$ cat config.mk
export PLATFORM = sky130hd
export DESIGN_NAME = demo_part_sequencer_flat
export DESIGN_NICKNAME = d
export VERILOG_FILES = /design/src/rtl/demo_part_sequencer_if.sv /design/src/rtl/demo_part_sequencer.sv /design/src/flat_wrapper.sv
export SDC_FILE = /design/constraint.sdc
export NUM_CORES = 1
export LEC_CHECK = 0
export BUFFER_PORTS_ARGS = -buffer_cell sky130_fd_sc_hd__buf_2
export CORE_UTILIZATION = 53
export CTS_BUF_LIST = sky130_fd_sc_hd__clkbuf_8
export DETAILED_ROUTE_END_ITERATION = 10
export PLACE_DENSITY = 0.93
export REMOVE_ABC_BUFFERS = 1
export SETUP_SLACK_MARGIN = 0.1
export SYNTH_ARGS = -nofsm -noshare
export SYNTH_HDL_FRONTEND = slang
export SYNTH_SLANG_ARGS = --single-unit
$ cat constraint.sdc
create_clock -name clk -period 1.85 [get_ports clk]
set_input_delay 0.555 -clock clk [delete_from_list [all_inputs] [get_ports clk]]
set_output_delay 0.555 -clock clk [all_outputs]
set_load 0.02 [all_outputs]
$ cat src/rtl/demo_part_sequencer_if.sv
// Signal bundle between the demo part sequencer, the sync generator / buttons that feed it,
// and the pixel datapath and colour stage that consume its outputs.
interface demo_part_sequencer_if;
  logic       frame_start;
  logic       skip;
  logic       hold;
  logic [2:0] part;
  logic [6:0] frame;
  logic [2:0] beat;
  logic [4:0] envelope;
  logic       beats_1_3;
  logic [1:0] fade;
  logic       part_start;

  modport master (
    output frame_start, skip, hold,
    input  part, frame, beat, envelope, beats_1_3, fade, part_start
  );

  modport slave (
    input  frame_start, skip, hold,
    output part, frame, beat, envelope, beats_1_3, fade, part_start
  );
endinterface

$ cat src/rtl/demo_part_sequencer.sv
// Frame-rate demo scheduler: part index, frame counter, beat timing and fade level.
// Define SEQ_FADE_EN to build the fade-in/fade-out state machine; otherwise fade is 0 or 3.
module demo_part_sequencer #(
  parameter int unsigned FADE_STEP  = 2,
  parameter int unsigned START_PART = 0,
  parameter int unsigned LAST_PART  = 7
) (
  input logic                  clk,
  input logic                  rst_n,
  demo_part_sequencer_if.slave bus
);

  localparam logic [2:0] StartPart = 3'(START_PART);
  localparam logic [2:0] LastPart  = 3'(LAST_PART);

  if (FADE_STEP < 1 || FADE_STEP > 8 || START_PART > LAST_PART || LAST_PART > 7)
  begin : g_param_check
    $error("demo_part_sequencer: illegal parameter set");
  end

`ifdef SEQ_FADE_EN
  typedef enum logic [1:0] {StWait, StFadeIn, StRun, StFadeOut} state_e;
  localparam logic [2:0] ScLast       = 3'(FADE_STEP - 1);
  localparam logic [6:0] FadeOutFrame = 7'(128 - 4 * FADE_STEP);
`else
  typedef enum logic [0:0] {StWait, StRun} state_e;
`endif

  state_e     state_q, state_d;
  logic [2:0] part_q, part_d, part_next;
  logic [6:0] frame_q, frame_d, frame_inc;
  logic [1:0] fade_q, fade_d;
  logic       part_start_q, part_start_d;
  logic [2:0] beat_q;
  logic [4:0] envelope_q;
  logic       beats_1_3_q;
  logic       skip_s1_q, skip_s2_q, skip_s3_q, skip_rise;
  logic       pend_q, pend_d;
  logic       frame_ev, wrap, advance;

  assign frame_ev  = bus.frame_start & ~bus.hold;
  assign frame_inc = frame_q + 7'd1;
  assign wrap      = (frame_q == 7'd127);
  assign part_next = (part_q == LastPart) ? StartPart : part_q + 3'd1;
  assign skip_rise = skip_s2_q & ~skip_s3_q;

  // A new edge wins over the clear so it is kept for the following frame event.
  assign pend_d = skip_rise | (pend_q & ~frame_ev);

`ifdef SEQ_FADE_EN
  logic [2:0] sc_q, sc_d;
  logic       step_exp;

  assign step_exp = (sc_q == ScLast);

  always_comb begin
    state_d      = state_q;
    part_d       = part_q;
    frame_d      = frame_q;
    fade_d       = fade_q;
    sc_d         = sc_q;
    part_start_d = 1'b0;
    advance      = 1'b0;
    if (frame_ev) begin
      sc_d = step_exp ? 3'd0 : sc_q + 3'd1;
      if (state_q == StWait) begin
        state_d = StFadeIn;
        fade_d  = 2'd0;
        sc_d    = 3'd0;
      end else if (wrap) begin
        advance = 1'b1;
      end else begin
        frame_d = frame_inc;
        case (state_q)
          StFadeIn, StRun: begin
            // Fade-out entry outranks a fade-in step; the current level is kept.
            if (pend_q || frame_inc == FadeOutFrame) begin
              state_d = StFadeOut;
              sc_d    = 3'd0;
            end else if (state_q == StFadeIn && step_exp) begin
              fade_d = fade_q + 2'd1;
              if (fade_q == 2'd2) begin
                state_d = StRun;
                sc_d    = 3'd0;
              end
            end
          end
          StFadeOut: begin
            if (step_exp) begin
              if (fade_q == 2'd0) begin
                advance = 1'b1;
              end else begin
                fade_d = fade_q - 2'd1;
              end
            end
          end
          default: ;
        endcase
      end
      if (advance) begin
        part_d       = part_next;
        frame_d      = 7'd0;
        fade_d       = 2'd0;
        state_d      = StFadeIn;
        sc_d         = 3'd0;
        part_start_d = 1'b1;
      end
    end
  end

  always_ff @(posedge clk) begin
    if (!rst_n) begin
      sc_q <= 3'd0;
    end else begin
      sc_q <= sc_d;
    end
  end
`else
  always_comb begin
    state_d      = state_q;
    part_d       = part_q;
    frame_d      = frame_q;
    fade_d       = fade_q;
    part_start_d = 1'b0;
    advance      = 1'b0;
    if (frame_ev) begin
      if (state_q == StWait) begin
        state_d = StRun;
        fade_d  = 2'd3;
      end else if (wrap || pend_q) begin
        advance = 1'b1;
      end else begin
        frame_d = frame_inc;
      end
      if (advance) begin
        part_d       = part_next;
        frame_d      = 7'd0;
        state_d      = StRun;
        part_start_d = 1'b1;
      end
    end
  end
`endif

  always_ff @(posedge clk) begin
    if (!rst_n) begin
      state_q      <= StWait;
      part_q       <= StartPart;
      frame_q      <= 7'd0;
      fade_q       <= 2'd0;
      part_start_q <= 1'b0;
      beat_q       <= 3'd0;
      envelope_q   <= 5'd31;
      beats_1_3_q  <= 1'b0;
      skip_s1_q    <= 1'b0;
      skip_s2_q    <= 1'b0;
      skip_s3_q    <= 1'b0;
      pend_q       <= 1'b0;
    end else begin
      state_q      <= state_d;
      part_q       <= part_d;
      frame_q      <= frame_d;
      fade_q       <= fade_d;
      part_start_q <= part_start_d;
      // Beat timing is registered from the next frame value so it never lags the counter.
      beat_q       <= frame_d[6:4];
      envelope_q   <= 5'd31 - {frame_d[3:0], 1'b0};
      beats_1_3_q  <= (frame_d[5:4] == 2'b10);
      skip_s1_q    <= bus.skip;
      skip_s2_q    <= skip_s1_q;
      skip_s3_q    <= skip_s2_q;
      pend_q       <= pend_d;
    end
  end

  assign bus.part       = part_q;
  assign bus.frame      = frame_q;
  assign bus.beat       = beat_q;
  assign bus.envelope   = envelope_q;
  assign bus.beats_1_3  = beats_1_3_q;
  assign bus.fade       = fade_q;
  assign bus.part_start = part_start_q;

endmodule

$ cat src/flat_wrapper.sv
// flat-port wrapper written by rule: the top's interface ports become plain ports
module demo_part_sequencer_flat 
#(
  parameter int unsigned FADE_STEP  = 2,
  parameter int unsigned START_PART = 0,
  parameter int unsigned LAST_PART  = 7
)
  (clk, rst_n, bus_frame_start, bus_skip, bus_hold, bus_part, bus_frame, bus_beat, bus_envelope, bus_beats_1_3, bus_fade, bus_part_start);
  demo_part_sequencer_if bus_i ();
  input logic clk;
  input logic rst_n;
  input wire logic [$bits(bus_i.frame_start)-1:0] bus_frame_start;
  input wire logic [$bits(bus_i.skip)-1:0] bus_skip;
  input wire logic [$bits(bus_i.hold)-1:0] bus_hold;
  output wire logic [$bits(bus_i.part)-1:0] bus_part;
  output wire logic [$bits(bus_i.frame)-1:0] bus_frame;
  output wire logic [$bits(bus_i.beat)-1:0] bus_beat;
  output wire logic [$bits(bus_i.envelope)-1:0] bus_envelope;
  output wire logic [$bits(bus_i.beats_1_3)-1:0] bus_beats_1_3;
  output wire logic [$bits(bus_i.fade)-1:0] bus_fade;
  output wire logic [$bits(bus_i.part_start)-1:0] bus_part_start;
  assign bus_i.frame_start = bus_frame_start;
  assign bus_i.skip = bus_skip;
  assign bus_i.hold = bus_hold;
  assign bus_part = bus_i.part;
  assign bus_frame = bus_i.frame;
  assign bus_beat = bus_i.beat;
  assign bus_envelope = bus_i.envelope;
  assign bus_beats_1_3 = bus_i.beats_1_3;
  assign bus_fade = bus_i.fade;
  assign bus_part_start = bus_i.part_start;
  demo_part_sequencer #(.FADE_STEP(FADE_STEP), .START_PART(START_PART), .LAST_PART(LAST_PART)) u_core (.clk(clk), .rst_n(rst_n), .bus(bus_i));
endmodule
-- After elaboration in Yosys (flattened, before gate mapping)
Index checks and enable logic that the tools add are counted.
Widths: inputs -> output; s select.
- input bits: 5
- output and inout bits: 22
- logic and storage cells: 39
- register bits after elaboration: 26
- add/subtract/negate cells: 3
- mux-type cells: 9
- equal/unequal tests: 3
- bitwise operators: 8
- reductions and logical operators: 4
- operators by type and width (kind ; number):
    $mux 7 ; 4
    $add 7x1->7 const B ; 1
    $eq 7x7->1 const B ; 1
    $reduce_and 2->1 ; 3
    $sub 5x5->5 const A ; 1
    $mux 1 ; 4
    $not 1->1 ; 4
    $add 3x1->3 const B ; 1
    $and 1x1->1 ; 3
    $eq 3x3->1 const B ; 1
    $mux 3 ; 1
    $eq 2x2->1 const B ; 1
    $logic_or 1x1->1 ; 1
    $or 1x1->1 ; 1

-- Logic depth before layout (Yosys ltp)
Gate-level depths: netlist (run 1).
- depth after elaboration: 8
- mapped depth: 6
- depth with buffers taken out: 5

-- Worst setup path after synthesis (run 1)
No wires, ideal clock.
- path kind: register to register
- from: register (tool-made name)
- to: register u_core.envelope_q[1], in the netlist u_core.bus.envelope[1]
- setup time: 0.115 ns
- required time: 1.735 ns
- period minus slack after synthesis: 1.603 ns
- path buffers: 1
- arrival: 1.489 ns
- stages on the path, launching flop included: 6
- path slack: 0.247 ns
- cells stage by stage: dfxtp_1 -> ha_1 -> clkbuf_2 -> a41o_1 -> or3_1 -> a21bo_1
- RTL lines (item ; line ; RTL):
    end signal: assignment ; demo_part_sequencer.sv:167 ; envelope_q <= 5'd31 - {frame_d[3:0], 1'b0};
    end: declaration ; demo_part_sequencer.sv:35 ; logic [4:0] envelope_q;

==> impl_metrics.yaml, run 1 <==
timing:
  hold_slack_ns: 0.443
  timing.setup.tns_ns: 0
  grt_setup_unrepaired: "false"
  setup_slack_ns: 0.272
  finalSetupViolCount: 0
  timing.final.crit_period_ns: 1.58
  fin_worst_skew_ns: 0.00217
  final-hold-violation-count: 0
  final.period_utilization: 0.853
  fmax_mhz: 634
  slew_viol_final: 0
floorplan:
  effective_utilization_at_floorplan: 0.561
  rows: 15
  fp.coreArea_sq_um: 1730
  dieWidth_microns: 44.7
  floorplan.die.height_microns: 44.7
  floorplan.io_pins: 27
  die_area_sq_um: 2000
routing:
  drt-initial-drc-count: 21
  detail-route-antenna-nets: 0
  firstDrtPassIters: 4
  avgRoutedWirePerCell_microns: 13.0
  detail_route.wirelength_microns: 1880
  vias: 782
  detail_route.vias_per_cell: 5.39
  detail_route.drc_violations: 0
critical_path:
  path_cells: "ha_2 -> a41oi_4 -> or4_1 -> a21boi_1"
  critical_path.max_stage_delay_ns: 0.44
  cp-end-kind: "flop"
  critical_path_required_ns: 2.04
  rr_worst_depth: 4
  path_class: "flop to flop"
  critPathArrivalTime_ns: 1.77
  cp_slowest_cell: "dfxtp_1"
  critical_path.startpoint_type: "flop"
  critical_path.max_fanout: 8
cells_and_area:
  area.growth.synth_to_final_pct: 17.7
  drive_gt1_frac: 0.283
  nNetsFinal: 129
  final_util: 0.660
  insertedDiodeCount: 0
  layout.cell_area.non_filler_sq_um: 1140
  fillers: 133
  final_cell_count_no_fill: 145
power:
  peakVddDrop_mv: 0.655
  p_leak_nw: 0.521
  total_power_mw: 0.877
  powerDensity_nw_per_um2: 769
clocking:
  clockBufferDepth: 2
  cts-root-buf: "clkbuf_8"
  h-tree-depth: 1
  tritoncts: "built"
  clk_latency_ns: 0.26
  clock-sinks: 22
  cts_buffers: 3
  clk_pin_slew_ns: 0.08
logic_synthesis:
  yosys_warnings: 0
  netlist.area_leader.share: 0.455
  syn-mean-instance-area_sq_um: 9.88
  ff_latch_count_synth: 22
  synth_ff_type: "dfxtp_1"
  synth_top_area_cell: "dfxtp_1"
  synth_sequential_area_ratio: 0.455
  postSynthCellCount: 98
  syn_area_sq_um: 968
  ys_types: 39
  synthTopCellsByArea: "dfxtp_1 (45%), and2_1 (3.9%), buf_4 (3.9%), ha_1 (3.9%), nand2_1 (3.1%)"
  synth-edff-count: 0
  asyncSetResetFlopFracSynth: 0
placement:
  area_post_placement_sq_um: 1080
  place_hpwl_microns: 1310
  dp.cells: 141
  place_worst_setup_slack_ns: 0.128
  gp_congestion: 0.901
  port_buffers: 25
global_route:
  maximum_number_of_pins_on_one_net_before_global_route_repair: 26
  via_count_of_the_first_global_routing_pass: 689
  grt_overall_usage: 0.209
  globalRouteOverflowTotal: 0
  initial_antenna_violation_count: 0
  grt_pass1_wl_microns: 3070
min_path:
  worst_hold_path_type: "flop to flop"
  hold-path-cell-count: 1
status:
  outcome: "completed"
run:
  max_cap_viol_count: 0
[layer usage]
metal | wire length, microns | global-route usage | vias up
met3 | 94 | 0.0520 | 5
met5 | 0 | 0 | -
met2 | 919 | 0.338 | 33
met1 | 843 | 0.269 | 356
li1 | - | - | 388
met4 | 20 | 0.0788 | 0
[placed cells by master, fill, tap and decap left out, types with 3 or more instances in the layout]
master / netlist / final
nor2_1: 4 / 4
nor2b_1: 3 / 3
o21ai_0: 4 / 4
nand3_1: 3 / 3
nand2_1: 8 / 8
clkbuf_8: 0 / 4
dfxtp_1: 22 / 22
and3_1: 3 / 3
and2_1: 6 / 6
buf_2: 0 / 25
a21oi_1: 3 / 3
[Yosys cell counts (2+ instances only)]
cell type	number
mux2i_1	2
o21ai_0	4
nand2_1	8
a21boi_1	2
a21oi_1	3
dfxtp_1	22
clkbuf_1	2
nor2_1	4
nor2b_1	3
and2_1	6
and4b_1	2
buf_4	5
and3_1	3
nand3_1	3
ha_1	3
nand2b_1	2
nand3b_1	2
[where the power goes]
part	internal, mW	switching (mW)	total (mW)	leakage (nW)
Sequential	0.481	0.00596	0.487	0.179
Clock	0.190	0.151	0.341	0.0288
Combinational	0.0194	0.0294	0.0487	0.314
[layout make-up]
type	count	area [sq um]	area share
tap	25	31.3	0.0274
inverter	1	3.75	0.00329
sequential	22	440	0.386
clock buffer	4	55.1	0.0483
multi-input combinational	67	477	0.418
timing repair buffer	26	133	0.116
[critical path: cells and delay by family (launching register included)]
family	cells	cell delay [ns]
AND/OR/NAND/NOR	1	0.43
adder cells (fa/ha/maj)	1	0.33
AO/OA/AOI/OAI	2	0.30
flip-flops	1	0.44
[cells by family after synthesis]
| logic type | count (synthesis) | share of synthesized area |
|---|---|---|
| buf+inv | 9 | 0.0556 |
| flops | 22 | 0.455 |
| mux | 3 | 0.0323 |
| other cells | 1 | 0.00387 |
| compound gates | 20 | 0.165 |
| simple gates | 40 | 0.249 |
| fa+ha+maj | 3 | 0.0388 |
[worst paths after layout]
| check | to | slack, ns | start |
|---|---|---|---|
| setup / recovery | u_core.bus.part[0] | 0.27 | flop |
| hold / removal | u_core.skip_s2_q | 0.44 | u_core.skip_s1_q |
| setup reg to reg | u_core.bus.part[0] | 0.27 | flop |
| hold reg to reg | u_core.skip_s2_q | 0.44 | u_core.skip_s1_q |
[what timing repair did]
| item | 4_1_cts | 5_1_grt |
|---|---|---|
| setup endpoints to repair | 0 | 1 |
| resized for setup | 0 | 1 |
| buffers inserted | 0 | 0 |
| hold buffers | 0 | 0 |
Note: power is estimated with default switching activity, not from simulation.
==> run 2, diff against run 1 <==
--- a/config.mk
+++ b/config.mk
@@ -9,7 +9,7 @@
 export CORE_UTILIZATION = 53
 export CTS_BUF_LIST = sky130_fd_sc_hd__clkbuf_8
 export DETAILED_ROUTE_END_ITERATION = 10
-export PLACE_DENSITY = 0.93
+export PLACE_DENSITY = 0.81
 export REMOVE_ABC_BUFFERS = 1
 export SETUP_SLACK_MARGIN = 0.1
 export SYNTH_ARGS = -nofsm -noshare
==> run 2 against run 1 <==
Compared with the run above:
- maximum frequency fell by 4.5%
- non-clock buffer count rose by 1
- sequential power barely moved
- clock-buffer cell count did not move
- sequential cell count did not move
- combinational power rose by 4.1%
- first-iteration DRC count rose by 9.5%
- global-route usage fell by 0.74 points
- die area did not move
- cell count rose by 0.69%
- largest cell class unchanged
- highest routed layer unchanged
==> impl_metrics.yaml, run 2 (synthesis gave the netlist of run 1 again) <==
status:
  outcome: "completed"
global_route:
  globalRouteOverflowTotal: 0
  initial_antenna_violation_count: 0
  grt_pass1_wl_microns: 2930
  via_count_of_the_first_global_routing_pass: 689
  maximum_number_of_pins_on_one_net_before_global_route_repair: 17
  grt_overall_usage: 0.201
power:
  p_leak_nw: 0.529
  p_switching_mw: 0.182
  peakVddDrop_mv: 0.542
  power.clock.fraction: 0.384
  powerDensity_nw_per_um2: 763
  comb_power_share: 0.058
  pwr-share-seq: 0.558
  power_switching_share: 0.208
  p_int_mw: 0.692
routing:
  vias: 813
  detail_route.wirelength_microns: 1860
  detail_route.vias_per_cell: 5.57
  drt-initial-drc-count: 23
  avgRoutedWirePerCell_microns: 12.7
  detail_route.drc_violations: 0
  detail-route-antenna-nets: 0
  firstDrtPassIters: 4
placement:
  place_hpwl_microns: 1290
  gp_congestion: 0.765
  port_buffers: 25
  area_post_placement_sq_um: 1090
clocking:
  clock-sinks: 22
  clk_pin_slew_ns: 0.08
  clk_latency_ns: 0.26
  post_cts_resized: 0
  cts-root-buf: "clkbuf_8"
  clockBufferDepth: 2
  tritoncts: "built"
  h-tree-depth: 1
  post_cts.repair.setup_buffers: 0
  cts_buffers: 3
  postCtsHoldBufs: 0
timing:
  final-hold-violation-count: 0
  slew_viol_final: 0
  timing.setup.tns_ns: 0
  finalSetupViolCount: 0
  final.period_utilization: 0.893
  grt_setup_unrepaired: "false"
  fmax_mhz: 605
  timing.final.crit_period_ns: 1.65
  fin_worst_skew_ns: 0.00212
critical_path:
  cp-end-kind: "flop"
  cp-endpoint: "u_core.bus.part[0]"
  critPathArrivalTime_ns: 1.85
  critical_path.startpoint_type: "flop"
  path_class: "flop to flop"
  rrSetupSlack_ns: 0.20
  r2r_end: "u_core.bus.part[0]"
  rr_worst_depth: 4
  critical_path_required_ns: 2.04
  critical_path.max_fanout: 8
cells_and_area:
  insertedDiodeCount: 0
  area.growth.synth_to_final_pct: 18.2
  fillers: 154
  nNetsFinal: 130
  mostFrequentLayoutCell: "buf_2"
  layout.cell_area.non_filler_sq_um: 1140
  final_cell_mix: "buf_2 (25), dfxtp_1 (22), nand2_1 (8)"
  drive_gt1_frac: 0.281
run:
  max_cap_viol_count: 0
floorplan:
  effective_utilization_at_floorplan: 0.561
  floorplan.die.height_microns: 44.7
  fp.coreArea_sq_um: 1730
  rows: 15
  floorplan.io_pins: 27
  die_area_sq_um: 2000
  dieWidth_microns: 44.7
min_path:
  worst_hold_path_type: "flop to flop"
run 2: cell count changes in the layout (fill, tap and decap cells not counted):
cell and change:
ha_2 -1, buf_4 +1, ha_1 +1
run 2: through the flow:
| step | utilization | cells | power [mW] | setup WS, ns | hold WS [ns] |
|---|---|---|---|---|---|
| 6_report | 0.663 | 146 | 0.874 | 0.197 | 0.460 |
| 5_1_grt | 0.663 | 146 | 0.907 | 0.121 | 0.482 |
| 3_3_place_gp | 0.631 | 142 | 0.547 | 0.139 | 0.424 |
| 3_5_place_dp | 0.631 | 142 | 0.549 | 0.0997 | 0.449 |
| 4_1_cts | 0.663 | 146 | 0.885 | 0.213 | 0.468 |
| 2_1_floorplan | - | 90 | 0.525 | 0.249 | 0.412 |
run 2: area by class of cell:
type | instances | area [sq um] | share of cell area
multi-input combinational | 67 | 474 | 0.414
tap | 25 | 31.3 | 0.0273
timing repair buffer | 27 | 140 | 0.122
clock buffer | 4 | 55.1 | 0.0481
sequential | 22 | 440 | 0.385
inverter | 1 | 3.75 | 0.00328
run 2: per-layer routing:
layer / global-route usage / wire, microns / up-vias
met5: 0 / 0 / -
met4: 0.115 / 15 / 0
met3: 0.0400 / 132 / 4
met2: 0.344 / 881 / 43
met1: 0.234 / 827 / 372
li1: - / - / 394
run 2: worst min path at each step:
stage | from | to | slack (ns) | cells after the start
finish | u_core.skip_s1_q | u_core.skip_s2_q | 0.46 | 1
global route | u_core.skip_s1_q | u_core.skip_s2_q | 0.48 | 1
CTS | u_core.skip_s1_q | u_core.skip_s2_q | 0.47 | 1
detailed placement | u_core.skip_s1_q | u_core.skip_s2_q | 0.45 | 1
global placement | u_core.skip_s1_q | u_core.skip_s2_q | 0.42 | 1
floorplan | u_core.skip_s1_q | u_core.skip_s2_q | 0.41 | 1
run 2: power by group through the flow:
stage	clock network [mW]	registers, mW	logic, mW
floorplan	0	0.504	0.0210
detailed placement	0	0.499	0.0503
global placement	0	0.498	0.0488
finish	0.335	0.487	0.0507
global route	0.364	0.489	0.0550
CTS	0.347	0.488	0.0507
run 2: worst max-delay path, cell delays in order (launching register included):
cell and delay, ns:
dfxtp_1 0.43, ha_1 0.39, a41oi_4 0.20, or4_1 0.44, a21boi_1 0.13
==> run 3, diff against run 2 <==
--- a/config.mk
+++ b/config.mk
@@ -5,11 +5,12 @@
 export SDC_FILE = /design/constraint.sdc
 export NUM_CORES = 1
 export LEC_CHECK = 0
+export ABC_AREA = 1
 export BUFFER_PORTS_ARGS = -buffer_cell sky130_fd_sc_hd__buf_2
-export CORE_UTILIZATION = 53
+export CORE_UTILIZATION = 52
 export CTS_BUF_LIST = sky130_fd_sc_hd__clkbuf_8
 export DETAILED_ROUTE_END_ITERATION = 10
-export PLACE_DENSITY = 0.81
+export PLACE_DENSITY = 0.8
 export REMOVE_ABC_BUFFERS = 1
 export SETUP_SLACK_MARGIN = 0.1
 export SYNTH_ARGS = -nofsm -noshare
==> run 3 against run 2 <==
Compared with the run above:
- sequential power barely moved
- sequential share of layout area increased by 1.0 points
- maximum frequency rose by 14%
- critical path type is now flop to output pin
- critical endpoint is now bus_frame[2]
- largest power group unchanged
==> impl_metrics.yaml, run 3 <==
critical_path:
  critPathArrivalTime_ns: 0.90
  cp_slowest_cell: "dfxtp_1"
  critPathBufInv: 1
  r2r_end: "u_core.bus.beats_1_3"
  worst_path_dominant_cell_family: "flip-flops"
  cp-end-kind: "output pin"
  critical_path.max_stage_delay_ns: 0.44
  rrSetupSlack_ns: 0.44
  rr_worst_depth: 8
  critical_path_required_ns: 1.29
  path_cells: "buf_2"
  path_class: "flop to output pin"
  critical_path.max_fanout: 6
  critical_path.startpoint_type: "flop"
routing:
  detailroute.wirelength.met3_microns: 68
  detail_route.drc_violations: 0
  firstDrtPassIters: 4
  detail_route.vias_per_cell: 4.76
  vias: 757
  wl_met2_microns: 767
  detail_route.wirelength_microns: 1610
  routed.top_layer: "met4"
  detail-route-antenna-nets: 0
  route.layer.met1.wl_microns: 718
  drt-initial-drc-count: 14
  avgRoutedWirePerCell_microns: 10.1
global_route:
  via_count_of_the_first_global_routing_pass: 692
  maximum_number_of_pins_on_one_net_before_global_route_repair: 12
  grt_pass1_wl_microns: 2880
  initial_antenna_violation_count: 0
  globalRouteOverflowTotal: 0
  grt_overall_usage: 0.204
clocking:
  clk_pin_slew_ns: 0.07
  clockBufferDepth: 2
  tritoncts: "built"
  clock-sinks: 22
  post_cts_resized: 0
  cts_buffers: 3
  clk_latency_ns: 0.25
  cts-root-buf: "clkbuf_8"
  post_cts.repair.setup_buffers: 0
  postCtsHoldBufs: 0
  h-tree-depth: 1
placement:
  place_hpwl_microns: 1210
  port_buffers: 25
  gp_congestion: 0.826
timing:
  grt_setup_unrepaired: "false"
  fmax_mhz: 690
  final.period_utilization: 0.784
  fin_worst_skew_ns: 0.000676
  slew_viol_final: 0
  final-hold-violation-count: 0
  timing.final.crit_period_ns: 1.45
  hold_slack_ns: 0.413
  timing.setup.tns_ns: 0
  finalSetupViolCount: 0
logic_synthesis:
  synth_sequential_area_ratio: 0.461
  synth_top_area_cell: "dfxtp_1"
  synthMostInstantiatedCell: "dfxtp_1"
  synth-edff-count: 0
  ff_latch_count_synth: 22
  synthTopCellsByCount: "dfxtp_1 (22), nand2_1 (19), inv_1 (15)"
  asyncSetResetFlopFracSynth: 0
  yosys_warnings: 0
  netlist.area_leader.share: 0.461
  syn_area_sq_um: 955
  ys_types: 26
  syn-mean-instance-area_sq_um: 8.60
  synth_ff_type: "dfxtp_1"
  synthTopCellsByArea: "dfxtp_1 (46%), nand2_1 (7.5%), inv_1 (5.9%), nor2_1 (5.1%), buf_4 (3.9%)"
  postSynthCellCount: 111
cells_and_area:
  multi_input_gate_area_in_the_final_layout_sq_um: 409
  nNetsFinal: 144
  final_cell_mix: "buf_2 (25), dfxtp_1 (22), nand2_1 (19)"
  seqCellArea_sq_um: 440
  drive_gt1_frac: 0.328
  insertedDiodeCount: 0
  area.growth.synth_to_final_pct: 16.8
  fillers: 165
  mostFrequentLayoutCell: "buf_2"
floorplan:
  effective_utilization_at_floorplan: 0.553
  dieWidth_microns: 44.8
  floorplan.io_pins: 27
  die_area_sq_um: 2010
  floorplan.die.height_microns: 44.8
  fp.coreArea_sq_um: 1730
  rows: 15
power:
  comb_power_share: 0.062
  power_switching_share: 0.213
  power.clock.fraction: 0.343
  powerDensity_nw_per_um2: 734
  pwr-share-seq: 0.596
  peakVddDrop_mv: 0.799
  p_switching_mw: 0.175
  p_int_mw: 0.643
  p_leak_nw: 0.623
min_path:
  startpoint_of_the_worst_hold_path: "u_core.skip_s1_q"
  worst_hold_path_type: "flop to flop"
  hold-path-cell-count: 2
  hold_path_end: "u_core.skip_s2_q"
status:
  outcome: "completed"
run:
  max_cap_viol_count: 0
==> run 3: cell count changes after synthesis, moves of 3 or more <==
cell,before,now
inv_1,1,15
nand2_1,8,19
nor2_1,4,13
and2_1,6,0
nand3_1,3,7
o21ai_0,4,0
and3_1,3,0
inv_2,0,3
nand2_2,0,3
nand2_4,0,3
nor2b_1,3,0
==> run 3: cell families after synthesis <==
kind of cell               after synthesis  synth area share
AOI/OAI and AO/OA                        5            0.0472
xor gates and xnor gates                 1           0.00918
adders and majority gates                3            0.0393
buffers and inverters                   23             0.110
DFF                                     22             0.461
muxes                                    1            0.0105
other                                    1           0.00393
and+or+nand+nor                         55             0.318
==> run 3: worst register-to-register path: stages, from the launching register on <==
cell and delay, ns:
dfxtp_1 0.35, ha_1 0.26, nand2_2 0.10, nor2_4 0.04, nand2_4 0.10, nand2_4 0.08, a21oi_4 0.22, nand3_1 0.12
nor2_1 0.10
==> run 3: final cells by class <==
cell class	instances	area share
well taps	25	0.0281
repair buffers	25	0.112
multi-input cells	66	0.367
inverters	18	0.0606
clock buffers	3	0.0370
flip-flops and latches	22	0.395
==> run 3: worst max path at each step <==
stage / cells after the start / from / slack [ns] / end
after floorplan: 9 / flop / 0.47 / u_core.bus.part[1]
after global placement: 7 / bus_hold / 0.45 / u_core.bus.envelope[4]
after detailed placement: 7 / bus_hold / 0.42 / u_core.bus.envelope[4]
after CTS: 1 / u_core.bus.beat[0] / 0.40 / bus_beat[0]
after global routing: 8 / flop / 0.30 / u_core.bus.beats_1_3
final: 1 / flop / 0.40 / bus_frame[2]
==> run 3: metal layers <==
| layer | track usage | vias up |
|---|---|---|
| met1 | 0.233 | 345 |
| met2 | 0.326 | 21 |
| met5 | 0 | - |
| met4 | 0.139 | 0 |
| met3 | 0.0600 | 6 |
| li1 | - | 385 |
==> run 3: power by group through the flow <==
stage	clock (mW)	combinational, mW	sequential [mW]
floorplan	0	0.0278	0.504
global placement	0	0.0493	0.498
detailed placement	0	0.0505	0.498
CTS	0.289	0.0508	0.487
global route	0.302	0.0562	0.488
finish	0.280	0.0504	0.487
==> run 3: metrics by stage <==
step                      instances  power [mW]  setup slack, ns  instance area, sq um  utilization
after floorplan                 106       0.532            0.468                   917            -
after global placement          156       0.547            0.450                  1070        0.622
after CTS                       159       0.827            0.401                  1110        0.646
after global routing            159       0.846            0.302                  1110        0.646
after detailed placement        156       0.549            0.419                  1070        0.622
final                           159       0.818            0.400                  1110        0.646
